===== src/rtl/fsm_pkg.sv =====
`default_nettype none
// ============================================================================
// Module      : fsm_pkg
// Description : Shared encodings for the RISC CPU control FSM: state codes,
//               memory commands, register-select and writeback-select
//               constants, and instruction opcode/op fields.
// Revision    : 1.0 - initial release
// ============================================================================
package fsm_pkg;

    // Controller state encodings (4-bit)
    localparam logic [3:0] c_ST_RESET   = 4'b0000;
    localparam logic [3:0] c_ST_DECODE  = 4'b0001;
    localparam logic [3:0] c_ST_GETA    = 4'b0010;
    localparam logic [3:0] c_ST_GETB    = 4'b0011;
    localparam logic [3:0] c_ST_EXECUTE = 4'b0100;
    localparam logic [3:0] c_ST_STORE   = 4'b0101;
    localparam logic [3:0] c_ST_RD1     = 4'b0110;
    localparam logic [3:0] c_ST_RD2     = 4'b0111;
    localparam logic [3:0] c_ST_UPDPC   = 4'b1000;
    localparam logic [3:0] c_ST_HALT    = 4'b1001;
    localparam logic [3:0] c_ST_LDADDR  = 4'b1010;
    localparam logic [3:0] c_ST_RDLDR   = 4'b1011;
    localparam logic [3:0] c_ST_EXSTR   = 4'b1100;
    localparam logic [3:0] c_ST_WRMEM   = 4'b1101;

    // Memory commands
    localparam logic [1:0] MNONE  = 2'b00;
    localparam logic [1:0] MREAD  = 2'b01;
    localparam logic [1:0] MWRITE = 2'b10;

    // One-hot register-file selects
    localparam logic [2:0] NSEL_NONE = 3'b000;
    localparam logic [2:0] NSEL_RN   = 3'b100;
    localparam logic [2:0] NSEL_RD   = 3'b010;
    localparam logic [2:0] NSEL_RM   = 3'b001;

    // Writeback source selects
    localparam logic [1:0] VSEL_C     = 2'b00;
    localparam logic [1:0] VSEL_PC    = 2'b01;
    localparam logic [1:0] VSEL_IMM8  = 2'b10;
    localparam logic [1:0] VSEL_MDATA = 2'b11;

    // Instruction opcode field IR[15:13]
    localparam logic [2:0] OPC_LDR  = 3'b011;
    localparam logic [2:0] OPC_STR  = 3'b100;
    localparam logic [2:0] OPC_ALU  = 3'b101;
    localparam logic [2:0] OPC_MOV  = 3'b110;
    localparam logic [2:0] OPC_HALT = 3'b111;

    // Instruction op field IR[12:11]
    localparam logic [1:0] OP_MOV_REG = 2'b00;
    localparam logic [1:0] OP_MOV_IMM = 2'b10;
    localparam logic [1:0] OP_ALU_CMP = 2'b01;

endpackage : fsm_pkg
`default_nettype wire


===== src/rtl/fsm_controller_if.sv =====
`default_nettype none
// ============================================================================
// Module      : fsm_controller_if
// Description : Control bundle between the CPU controller and the datapath.
//               master : controller (drives controls, reads IR fields)
//               slave  : datapath/memory side (drives IR fields, reads controls)
// Ports       : opcode[2:0], op[1:0]        - IR fields into the controller
//               nsel, asel, bsel, vsel,     - datapath controls
//               loada/b/c, loads, write_regfile
//               load_pc, reset_pc,          - PC / address controls
//               load_addr, addr_sel
//               mem_cmd[1:0], load_ir       - memory / IR controls
// Revision    : 1.0 - initial release
// ============================================================================
interface fsm_controller_if;

    logic [2:0] opcode;
    logic [1:0] op;

    logic [2:0] nsel;
    logic       asel;
    logic       bsel;
    logic [1:0] vsel;
    logic       loada;
    logic       loadb;
    logic       loadc;
    logic       loads;
    logic       write_regfile;
    logic       load_pc;
    logic       reset_pc;
    logic       load_addr;
    logic       addr_sel;
    logic [1:0] mem_cmd;
    logic       load_ir;

    modport master (
        input  opcode, op,
        output nsel, asel, bsel, vsel, loada, loadb, loadc, loads,
               write_regfile, load_pc, reset_pc, load_addr, addr_sel,
               mem_cmd, load_ir
    );

    modport slave (
        output opcode, op,
        input  nsel, asel, bsel, vsel, loada, loadb, loadc, loads,
               write_regfile, load_pc, reset_pc, load_addr, addr_sel,
               mem_cmd, load_ir
    );

endinterface : fsm_controller_if
`default_nettype wire


===== src/rtl/fsm_controller.sv =====
`default_nettype none
// ============================================================================
// Module      : fsm_controller
// Description : Moore control FSM for the simple RISC CPU. Sequences fetch
//               (RD1, RD2, UPDPC), decode and execution of MOV, ALU, LDR,
//               STR and HALT instructions.
// Ports       : clk   - system clock, rising edge
//               reset - asynchronous, active-low reset
//               bus   - fsm_controller_if.master: IR fields in, controls out
// Revision    : 1.0 - initial release
// ============================================================================
module fsm_controller
    import fsm_pkg::*;
(
    input  wire logic          clk,
    input  wire logic          reset,
    fsm_controller_if.master   bus
);

    logic [3:0] r_state;
    logic [3:0] w_state_nxt;

    // Instruction class decode from the current IR fields
    logic w_is_alu;
    logic w_is_cmp;
    logic w_is_movi;
    logic w_is_movr;
    logic w_is_ldr;
    logic w_is_str;
    logic w_is_halt;

    assign w_is_alu  = (bus.opcode == OPC_ALU);
    assign w_is_cmp  = w_is_alu && (bus.op == OP_ALU_CMP);
    assign w_is_movi = (bus.opcode == OPC_MOV) && (bus.op == OP_MOV_IMM);
    assign w_is_movr = (bus.opcode == OPC_MOV) && (bus.op == OP_MOV_REG);
    assign w_is_ldr  = (bus.opcode == OPC_LDR);
    assign w_is_str  = (bus.opcode == OPC_STR);
    assign w_is_halt = (bus.opcode == OPC_HALT);

    // ------------------------------------------------------------------
    // State register
    // ------------------------------------------------------------------
    always_ff @(posedge clk or negedge reset) begin
        if (!reset) begin
            r_state <= c_ST_RESET;
        end else begin
            r_state <= w_state_nxt;
        end
    end

    // ------------------------------------------------------------------
    // Next-state logic. Instruction-dependent states fall back to RD1 if
    // the IR fields do not match any class, so a corrupted IR cannot wedge
    // the controller.
    // ------------------------------------------------------------------
    always_comb begin
        w_state_nxt = c_ST_RESET;
        case (r_state)
            c_ST_RESET:  w_state_nxt = c_ST_RD1;
            c_ST_RD1:    w_state_nxt = c_ST_RD2;
            c_ST_RD2:    w_state_nxt = c_ST_UPDPC;
            c_ST_UPDPC:  w_state_nxt = c_ST_DECODE;
            c_ST_DECODE: begin
                if (w_is_halt)                           w_state_nxt = c_ST_HALT;
                else if (w_is_movi)                      w_state_nxt = c_ST_STORE;
                else if (w_is_movr)                      w_state_nxt = c_ST_GETB;
                else if (w_is_alu || w_is_ldr || w_is_str) w_state_nxt = c_ST_GETA;
                else                                     w_state_nxt = c_ST_RD1;
            end
            c_ST_GETA: begin
                if (w_is_alu)                   w_state_nxt = c_ST_GETB;
                else if (w_is_ldr || w_is_str)  w_state_nxt = c_ST_EXECUTE;
                else                            w_state_nxt = c_ST_RD1;
            end
            c_ST_GETB: begin
                if (w_is_alu || w_is_movr)  w_state_nxt = c_ST_EXECUTE;
                else if (w_is_str)          w_state_nxt = c_ST_EXSTR;
                else                        w_state_nxt = c_ST_RD1;
            end
            c_ST_EXECUTE: begin
                if (w_is_cmp)                   w_state_nxt = c_ST_RD1;
                else if (w_is_alu || w_is_movr) w_state_nxt = c_ST_STORE;
                else if (w_is_ldr || w_is_str)  w_state_nxt = c_ST_LDADDR;
                else                            w_state_nxt = c_ST_RD1;
            end
            c_ST_LDADDR: begin
                if (w_is_ldr)       w_state_nxt = c_ST_RDLDR;
                else if (w_is_str)  w_state_nxt = c_ST_GETB;
                else                w_state_nxt = c_ST_RD1;
            end
            c_ST_RDLDR:  w_state_nxt = c_ST_STORE;
            c_ST_STORE:  w_state_nxt = c_ST_RD1;
            c_ST_EXSTR:  w_state_nxt = c_ST_WRMEM;
            c_ST_WRMEM:  w_state_nxt = c_ST_RD1;
            c_ST_HALT:   w_state_nxt = c_ST_HALT;
            default:     w_state_nxt = c_ST_RESET;
        endcase
    end

    // ------------------------------------------------------------------
    // Output decode (Moore: state plus the held IR fields)
    // ------------------------------------------------------------------
    always_comb begin
        bus.nsel          = NSEL_NONE;
        bus.asel          = 1'b0;
        bus.bsel          = 1'b0;
        bus.vsel          = VSEL_C;
        bus.loada         = 1'b0;
        bus.loadb         = 1'b0;
        bus.loadc         = 1'b0;
        bus.loads         = 1'b0;
        bus.write_regfile = 1'b0;
        bus.load_pc       = 1'b0;
        bus.reset_pc      = 1'b0;
        bus.load_addr     = 1'b0;
        bus.addr_sel      = 1'b0;
        bus.mem_cmd       = MNONE;
        bus.load_ir       = 1'b0;

        case (r_state)
            c_ST_RESET: begin
                bus.load_pc  = 1'b1;
                bus.reset_pc = 1'b1;
            end
            c_ST_RD1: begin
                bus.mem_cmd  = MREAD;
                bus.addr_sel = 1'b1;
            end
            c_ST_RD2: begin
                bus.mem_cmd  = MREAD;
                bus.addr_sel = 1'b1;
                bus.load_ir  = 1'b1;
            end
            c_ST_UPDPC: begin
                bus.load_pc = 1'b1;
            end
            c_ST_GETA: begin
                bus.nsel  = NSEL_RN;
                bus.loada = 1'b1;
            end
            c_ST_GETB: begin
                if (w_is_alu || w_is_movr) begin
                    bus.nsel  = NSEL_RM;
                    bus.loadb = 1'b1;
                end else if (w_is_str) begin
                    // STR reads the data to store from Rd
                    bus.nsel  = NSEL_RD;
                    bus.loadb = 1'b1;
                end
            end
            c_ST_EXECUTE: begin
                bus.loadc = 1'b1;
                bus.asel  = w_is_movr;
                bus.bsel  = w_is_ldr || w_is_str;
                bus.loads = w_is_cmp;
            end
            c_ST_LDADDR: begin
                bus.load_addr = 1'b1;
            end
            c_ST_RDLDR: begin
                bus.mem_cmd = MREAD;
            end
            c_ST_STORE: begin
                bus.write_regfile = 1'b1;
                if (w_is_movi) begin
                    bus.vsel = VSEL_IMM8;
                    bus.nsel = NSEL_RN;
                end else if (w_is_ldr) begin
                    // Keep the read active so mdata is still valid at writeback
                    bus.vsel    = VSEL_MDATA;
                    bus.nsel    = NSEL_RD;
                    bus.mem_cmd = MREAD;
                end else begin
                    bus.vsel = VSEL_C;
                    bus.nsel = NSEL_RD;
                end
            end
            c_ST_EXSTR: begin
                // Pass B (Rd data) through the ALU with A forced to 0
                bus.loadc = 1'b1;
                bus.asel  = 1'b1;
            end
            c_ST_WRMEM: begin
                bus.mem_cmd = MWRITE;
            end
            default: begin
                // DECODE, HALT and unused codes assert nothing
            end
        endcase
    end

endmodule : fsm_controller
`default_nettype wire


===== src/flat_wrapper.sv =====
// flat-port wrapper written by rule: the top's interface ports become plain ports
module fsm_controller_flat import fsm_pkg::*;
  (clk, reset, bus_opcode, bus_op, bus_nsel, bus_asel, bus_bsel, bus_vsel, bus_loada, bus_loadb, bus_loadc, bus_loads, bus_write_regfile, bus_load_pc, bus_reset_pc, bus_load_addr, bus_addr_sel, bus_mem_cmd, bus_load_ir);
  fsm_controller_if bus_i ();
  input  wire logic clk;
  input  wire logic reset;
  input wire logic [$bits(bus_i.opcode)-1:0] bus_opcode;
  input wire logic [$bits(bus_i.op)-1:0] bus_op;
  output wire logic [$bits(bus_i.nsel)-1:0] bus_nsel;
  output wire logic [$bits(bus_i.asel)-1:0] bus_asel;
  output wire logic [$bits(bus_i.bsel)-1:0] bus_bsel;
  output wire logic [$bits(bus_i.vsel)-1:0] bus_vsel;
  output wire logic [$bits(bus_i.loada)-1:0] bus_loada;
  output wire logic [$bits(bus_i.loadb)-1:0] bus_loadb;
  output wire logic [$bits(bus_i.loadc)-1:0] bus_loadc;
  output wire logic [$bits(bus_i.loads)-1:0] bus_loads;
  output wire logic [$bits(bus_i.write_regfile)-1:0] bus_write_regfile;
  output wire logic [$bits(bus_i.load_pc)-1:0] bus_load_pc;
  output wire logic [$bits(bus_i.reset_pc)-1:0] bus_reset_pc;
  output wire logic [$bits(bus_i.load_addr)-1:0] bus_load_addr;
  output wire logic [$bits(bus_i.addr_sel)-1:0] bus_addr_sel;
  output wire logic [$bits(bus_i.mem_cmd)-1:0] bus_mem_cmd;
  output wire logic [$bits(bus_i.load_ir)-1:0] bus_load_ir;
  assign bus_i.opcode = bus_opcode;
  assign bus_i.op = bus_op;
  assign bus_nsel = bus_i.nsel;
  assign bus_asel = bus_i.asel;
  assign bus_bsel = bus_i.bsel;
  assign bus_vsel = bus_i.vsel;
  assign bus_loada = bus_i.loada;
  assign bus_loadb = bus_i.loadb;
  assign bus_loadc = bus_i.loadc;
  assign bus_loads = bus_i.loads;
  assign bus_write_regfile = bus_i.write_regfile;
  assign bus_load_pc = bus_i.load_pc;
  assign bus_reset_pc = bus_i.reset_pc;
  assign bus_load_addr = bus_i.load_addr;
  assign bus_addr_sel = bus_i.addr_sel;
  assign bus_mem_cmd = bus_i.mem_cmd;
  assign bus_load_ir = bus_i.load_ir;
  fsm_controller u_core (.clk(clk), .reset(reset), .bus(bus_i));
endmodule

===== config.mk =====
export PLATFORM = sky130hd
export DESIGN_NAME = fsm_controller_flat
export DESIGN_NICKNAME = d
export VERILOG_FILES = /design/src/rtl/fsm_pkg.sv /design/src/rtl/fsm_controller_if.sv /design/src/rtl/fsm_controller.sv /design/src/flat_wrapper.sv
export SDC_FILE = /design/constraint.sdc
export NUM_CORES = 1
export LEC_CHECK = 0
export BUFFER_PORTS_ARGS = -buffer_cell sky130_fd_sc_hd__buf_2
export CORE_MARGIN = 2
export CORE_UTILIZATION = 40
export DETAILED_ROUTE_END_ITERATION = 8
export PLACE_DENSITY = 0.67
export REMOVE_ABC_BUFFERS = 1
export SYNTH_ARGS = -nofsm -noshare
export SYNTH_HDL_FRONTEND = slang
export SYNTH_SLANG_ARGS = --single-unit

===== constraint.sdc =====
create_clock -name clk -period 1.3 [get_ports clk]
set_input_delay 0.195 -clock clk [delete_from_list [all_inputs] [get_ports clk]]
set_output_delay 0.195 -clock clk [all_outputs]
set_load 0.03 [all_outputs]

Word-level counts from Yosys, hierarchy flattened
Cells that the tools add are included.
{"block": "word_totals", "out_inout_bits": 19, "in_bits": 7, "regBits": 4}
{"block": "op_classes", "n_eq_ne": 20, "mux": 38, "n_reduce_logical": 14}
{"operator": "$pmux W4 S12", "count": 1}
{"operator": "$mux W4", "count": 10}
{"operator": "$eq A4 B4 Y1 const B", "count": 6}
{"operator": "$eq A4 B3 Y1 const B", "count": 4}
{"operator": "$mux W1", "count": 14}
{"operator": "$eq A3 B3 Y1 const B", "count": 4}
{"operator": "$mux W2", "count": 6}
{"operator": "$mux W3", "count": 4}
{"operator": "$pmux W3 S3", "count": 1}
{"operator": "$eq A4 B2 Y1 const B", "count": 2}
{"operator": "$pmux W2 S3", "count": 1}
{"operator": "$reduce_or A2 Y1", "count": 3}
{"operator": "$reduce_or A3 Y1", "count": 2}
{"operator": "$eq A4 B1 Y1 const B", "count": 1}
{"operator": "$logic_not A4 Y1", "count": 1}
{"operator": "$logic_or A1 B1 Y1", "count": 4}
{"operator": "$eq A3 B2 Y1 const B", "count": 1}
{"operator": "$logic_and A1 B1 Y1", "count": 3}
{"operator": "$eq A2 B1 Y1 const B", "count": 1}
{"operator": "$eq A2 B2 Y1 const B", "count": 1}
{"operator": "$logic_not A2 Y1", "count": 1}
{"operator": "$pmux W1 S2", "count": 1}

Logic depth before layout (Yosys ltp)
{"block": "depth", "word_depth": 8, "mapped_depth": 6}

Worst setup path before layout
Ideal clock, no wire load.
{"block": "synth_timing", "kind": "reg-to-output", "from": "reg u_core.r_state[0]", "to": "out bus_asel", "required_ps": 1105, "path_slack_ps": -731, "arrival_ps": 1836, "stages_incl_launch_ff": 5, "path_cell_list": "dfrtp_1 -> buf_2 -> clkbuf_1 -> nor3_1 -> o21a_1"}
{"block": "synth_via", "elab_chain_len": 2, "word_cells_on_any_way": 3, "classes_between": "eq/ne (2); mux (1)"}
{"element": "from (decl)", "line_no": "fsm_controller.sv:20", "text": "logic [3:0] r_state;"}
{"element": "from (signal assigned)", "line_no": "fsm_controller.sv:45", "text": "r_state <= c_ST_RESET;"}
{"element": "from (signal assigned)", "line_no": "fsm_controller.sv:47", "text": "r_state <= w_state_nxt;"}
{"element": "$eq A4 B4 Y1 / $eq A4 B3 Y1 (equally long branches)", "line_no": "fsm_controller.sv:120", "text": "case (r_state)"}
{"element": "$pmux W1 S2 (*)", "line_no": "fsm_controller.sv:120"}
{"element": "to (decl)", "line_no": "flat_wrapper.sv:10", "text": "output wire logic [$bits(bus_i.asel)-1:0] bus_asel;"}
Mark *: on every way between the ends. The rest lies on a longest branch, timed or not.

Worst setup path in the final report
{"block": "layout_timing", "from": "reg u_core.r_state[2]", "to": "out bus_vsel[1]"}
{"block": "layout_via", "elab_chain_len": 2}
{"element": "$eq A4 B3 Y1", "line_no": "fsm_controller.sv:120"}
{"element": "$mux W2", "line_no": "fsm_controller.sv:120"}
{"element": "to (decl)", "line_no": "flat_wrapper.sv:12", "text": "output wire logic [$bits(bus_i.vsel)-1:0] bus_vsel;"}
No other way between the ends.

==> impl_metrics.tcl <==
set metrics [dict create \
    tightest_slew_ns 0.403 \
    nNetsFinal 163 \
    drt_pass1_iterations 4 \
    dieArea_sq_um 2040 \
    first_iter_violations 38 \
    reg2reg_from "u_core.r_state[2]$_DFF_PN0_" \
    wl_met3_microns 342 \
    critPathLaunch "u_core.r_state[2]$_DFF_PN0_" \
    synth_area_sq_um 677 \
    drive_above_1_share 0.669 \
    status "finished with violations" \
    gr-total-overflow 0 \
    port_buffers 25 \
    track_usage 0.300 \
    finalSetupViolations 23 \
    power.density_nw_per_um2 2450 \
    top_layer "met4" \
    setup_ws_ns -0.417 \
    yosysTopAreaCell "dfrtp_1" \
    grt_max_degree 12 \
    cts_root_buffer "clkbuf_4" \
    diodes 0 \
    via_per_inst 6.65 \
    top_regs "u_core.r_state (4)" \
    syn_to_final_growth_pct 108 \
    grt_pass1_vias 998 \
    cp_slowest_cell "dfrtp_1" \
    cts_max_level 1 \
    rsz0062_at_grt "yes" \
    largest_reg_flops 4 \
    worstSetupEndpointType "output pin" \
    timing.fmax_mhz 582 \
    synth_cells 95 \
    crit_arrival_ns 1.52 \
    drtAntennaViolNets 0 \
    dp_hpwl_mm 1.69 \
    crit_type "register to output pin" \
    clock_sinks 4 \
    violations "setup timing" \
    fin_util 0.912 \
    pin_count 26 \
    ys_top_cells_by_area "dfrtp_1 (15%), o31ai_1 (6.7%), nor3_1 (5.9%)" \
    slew_violations 0 \
    layout_common_cells "buf_4 (38), buf_6 (20), buf_2 (6)" \
    drt-met1-wl_mm 1.36 \
    synth_seq_cells 4 \
    required_ns 1.11 \
    cts_tree "yes" \
    gp_congestion 0.865 \
    fin_crit_sh 1.32 \
    cp_top_family "flip-flops" \
    synth_top_area_frac 0.148 \
    clock_latency_ns 0.24 \
    hp-class "input port to asynchronous set/reset pin" \
    detail_route.drc_violations 0 \
    critPathBufInv 2 \
    startpoint_type "register" \
    cap_violations 0 \
    crit_chain "inv_2 > nor2_4 > nand3b_1 > a21oi_1 > buf_4" \
    syn_area_per_cell_sq_um 7.13 \
    hold_violations 0 \
    clock_path_buffers 2 \
    cts.clk_slew.worst_paths_ns 0.05 \
    die_y_microns 45.1 \
    grt_pass1_wl_mm 4.46 \
    start_util 0.439 \
    leakage_nw 0.638 \
    vias 1131 \
    yosys_warnings 0 \
    critPathMaxStageDelay_ns 0.46 \
    wire_per_inst_microns 21.9 \
    die_w_microns 45.1 \
    routed_wl_mm 3.72 \
    top_register "u_core.r_state" \
    core-area_sq_um 1540 \
    yosysUniqueCellTypes 43 \
    cts_inserted_buffers 3 \
    ys_seq_area_frac 0.148 \
    min_period_ns 1.72 \
    wl_met2_mm 1.80 \
    final_common_cell "buf_4" \
    power.total_mw 3.44 \
    antenna_found_initial 0 \
    fin_skew_ns 0.0114 \
    ir_worst_vdd_v 0.00154 \
    max_slew_margin 0.731 \
    rows 14 \
    cp_max_fo 4 \
]
[final cells by class]
class,instances,area [sq um]
Timing Repair Buffer,66,566
Tap cell,16,20.0
Inverter,4,15.0
Multi-Input combinational cell,77,678
Fill cell,57,136
Clock buffer,3,22.5
Sequential cell,4,104
[kinds of logic (layout without fill, tap and decap cells)]
group / after synthesis / count (layout) / synth area share
compound gates: 30 / 30 / 0.305
xor+xnor: 1 / 1 / 0.0129
buf+inv: 14 / 73 / 0.115
flops: 4 / 4 / 0.148
mux: 1 / 1 / 0.0148
simple gates: 45 / 45 / 0.405
[per-stage QoR]
step / setup slack [ns] / setup TNS [ns] / area (sq um) / hold WS (ns) / std cells
after floorplan: -0.611 / -4.49 / 614 / -0.101 / 85
after global placement: -0.145 / -1.00 / 947 / 0.00682 / 151
after detailed placement: -0.163 / -1.20 / 947 / 0.00992 / 151
after CTS: -0.326 / -4.48 / 1250 / 0.280 / 164
after global routing: -0.432 / -7.04 / 1410 / 0.305 / 170
final: -0.417 / -6.63 / 1410 / 0.290 / 170
[final timing paths]
check                                         endpoint  slack (ns)  cells past startpoint
max                                        bus_vsel[1]       -0.42                      5
min                        u_core.r_state[2]$_DFF_PN0_        0.29                      2
max reg2reg                u_core.r_state[2]$_DFF_PN0_       -0.23                      5
min reg2reg                u_core.r_state[1]$_DFF_PN0_        0.81                      3
max in group asynchronous  u_core.r_state[1]$_DFF_PN0_        0.87                      2
min in group clk           u_core.r_state[0]$_DFF_PN0_        0.50                      4
[worst reg2reg max path: cells and delay by family, from the launching register on]
family / cells / cell delay, ns
AND/OR/NAND/NOR: 1 / 0.31
buffers and inverters: 2 / 0.29
AO/OA/AOI/OAI: 2 / 0.34
flip-flops: 1 / 0.45
[where the power goes]
part	switching, mW	total (mW)	leakage (nW)	internal [mW]
logic	1.55	2.92	0.580	1.37
clock network	0.0648	0.169	0.0138	0.104
registers	0.149	0.351	0.0442	0.202
total	1.77	3.44	0.638	1.68
[cell usage after synthesis, drive strengths merged]
library cell	count
and2	1
a22o	2
o32ai	1
mux2i	1
a21o	1
nand3b	4
nand2	6
clkbuf	2
and4b	1
buf	8
o31ai	6
o211ai	1
o311ai	1
a31oi	1
o21a	2
or2b	2
a22oi	1
nor2	9
a2111oi	1
o22ai	1
inv	4
and3	2
nor4	1
xnor2	1
nor3	8
a21oi	4
or2	1
nand3	1
a311oi	1
nand2b	3
or4b	1
o21ai	6
and3b	1
dfrtp	4
o2111ai	1
nor2b	3
nor3b	1
[metal layers]
| layer | track usage | vias to the layer above |
|---|---|---|
| met4 | 0.176 | 0 |
| met2 | 0.534 | 107 |
| met5 | 0 | - |
| met3 | 0.0480 | 35 |
| li1 | - | 471 |
| met1 | 0.330 | 518 |
[repair_timing]
item                       in CTS  in global routing
hold endpoints to repair        4                  0
pin swaps                      14                  6
setup endpoints to repair      22                 23
buffers inserted                9                  8
resized for setup              59                 28
hold buffers                    1                  0
No activity file was read; power rests on OpenSTA's default activity.
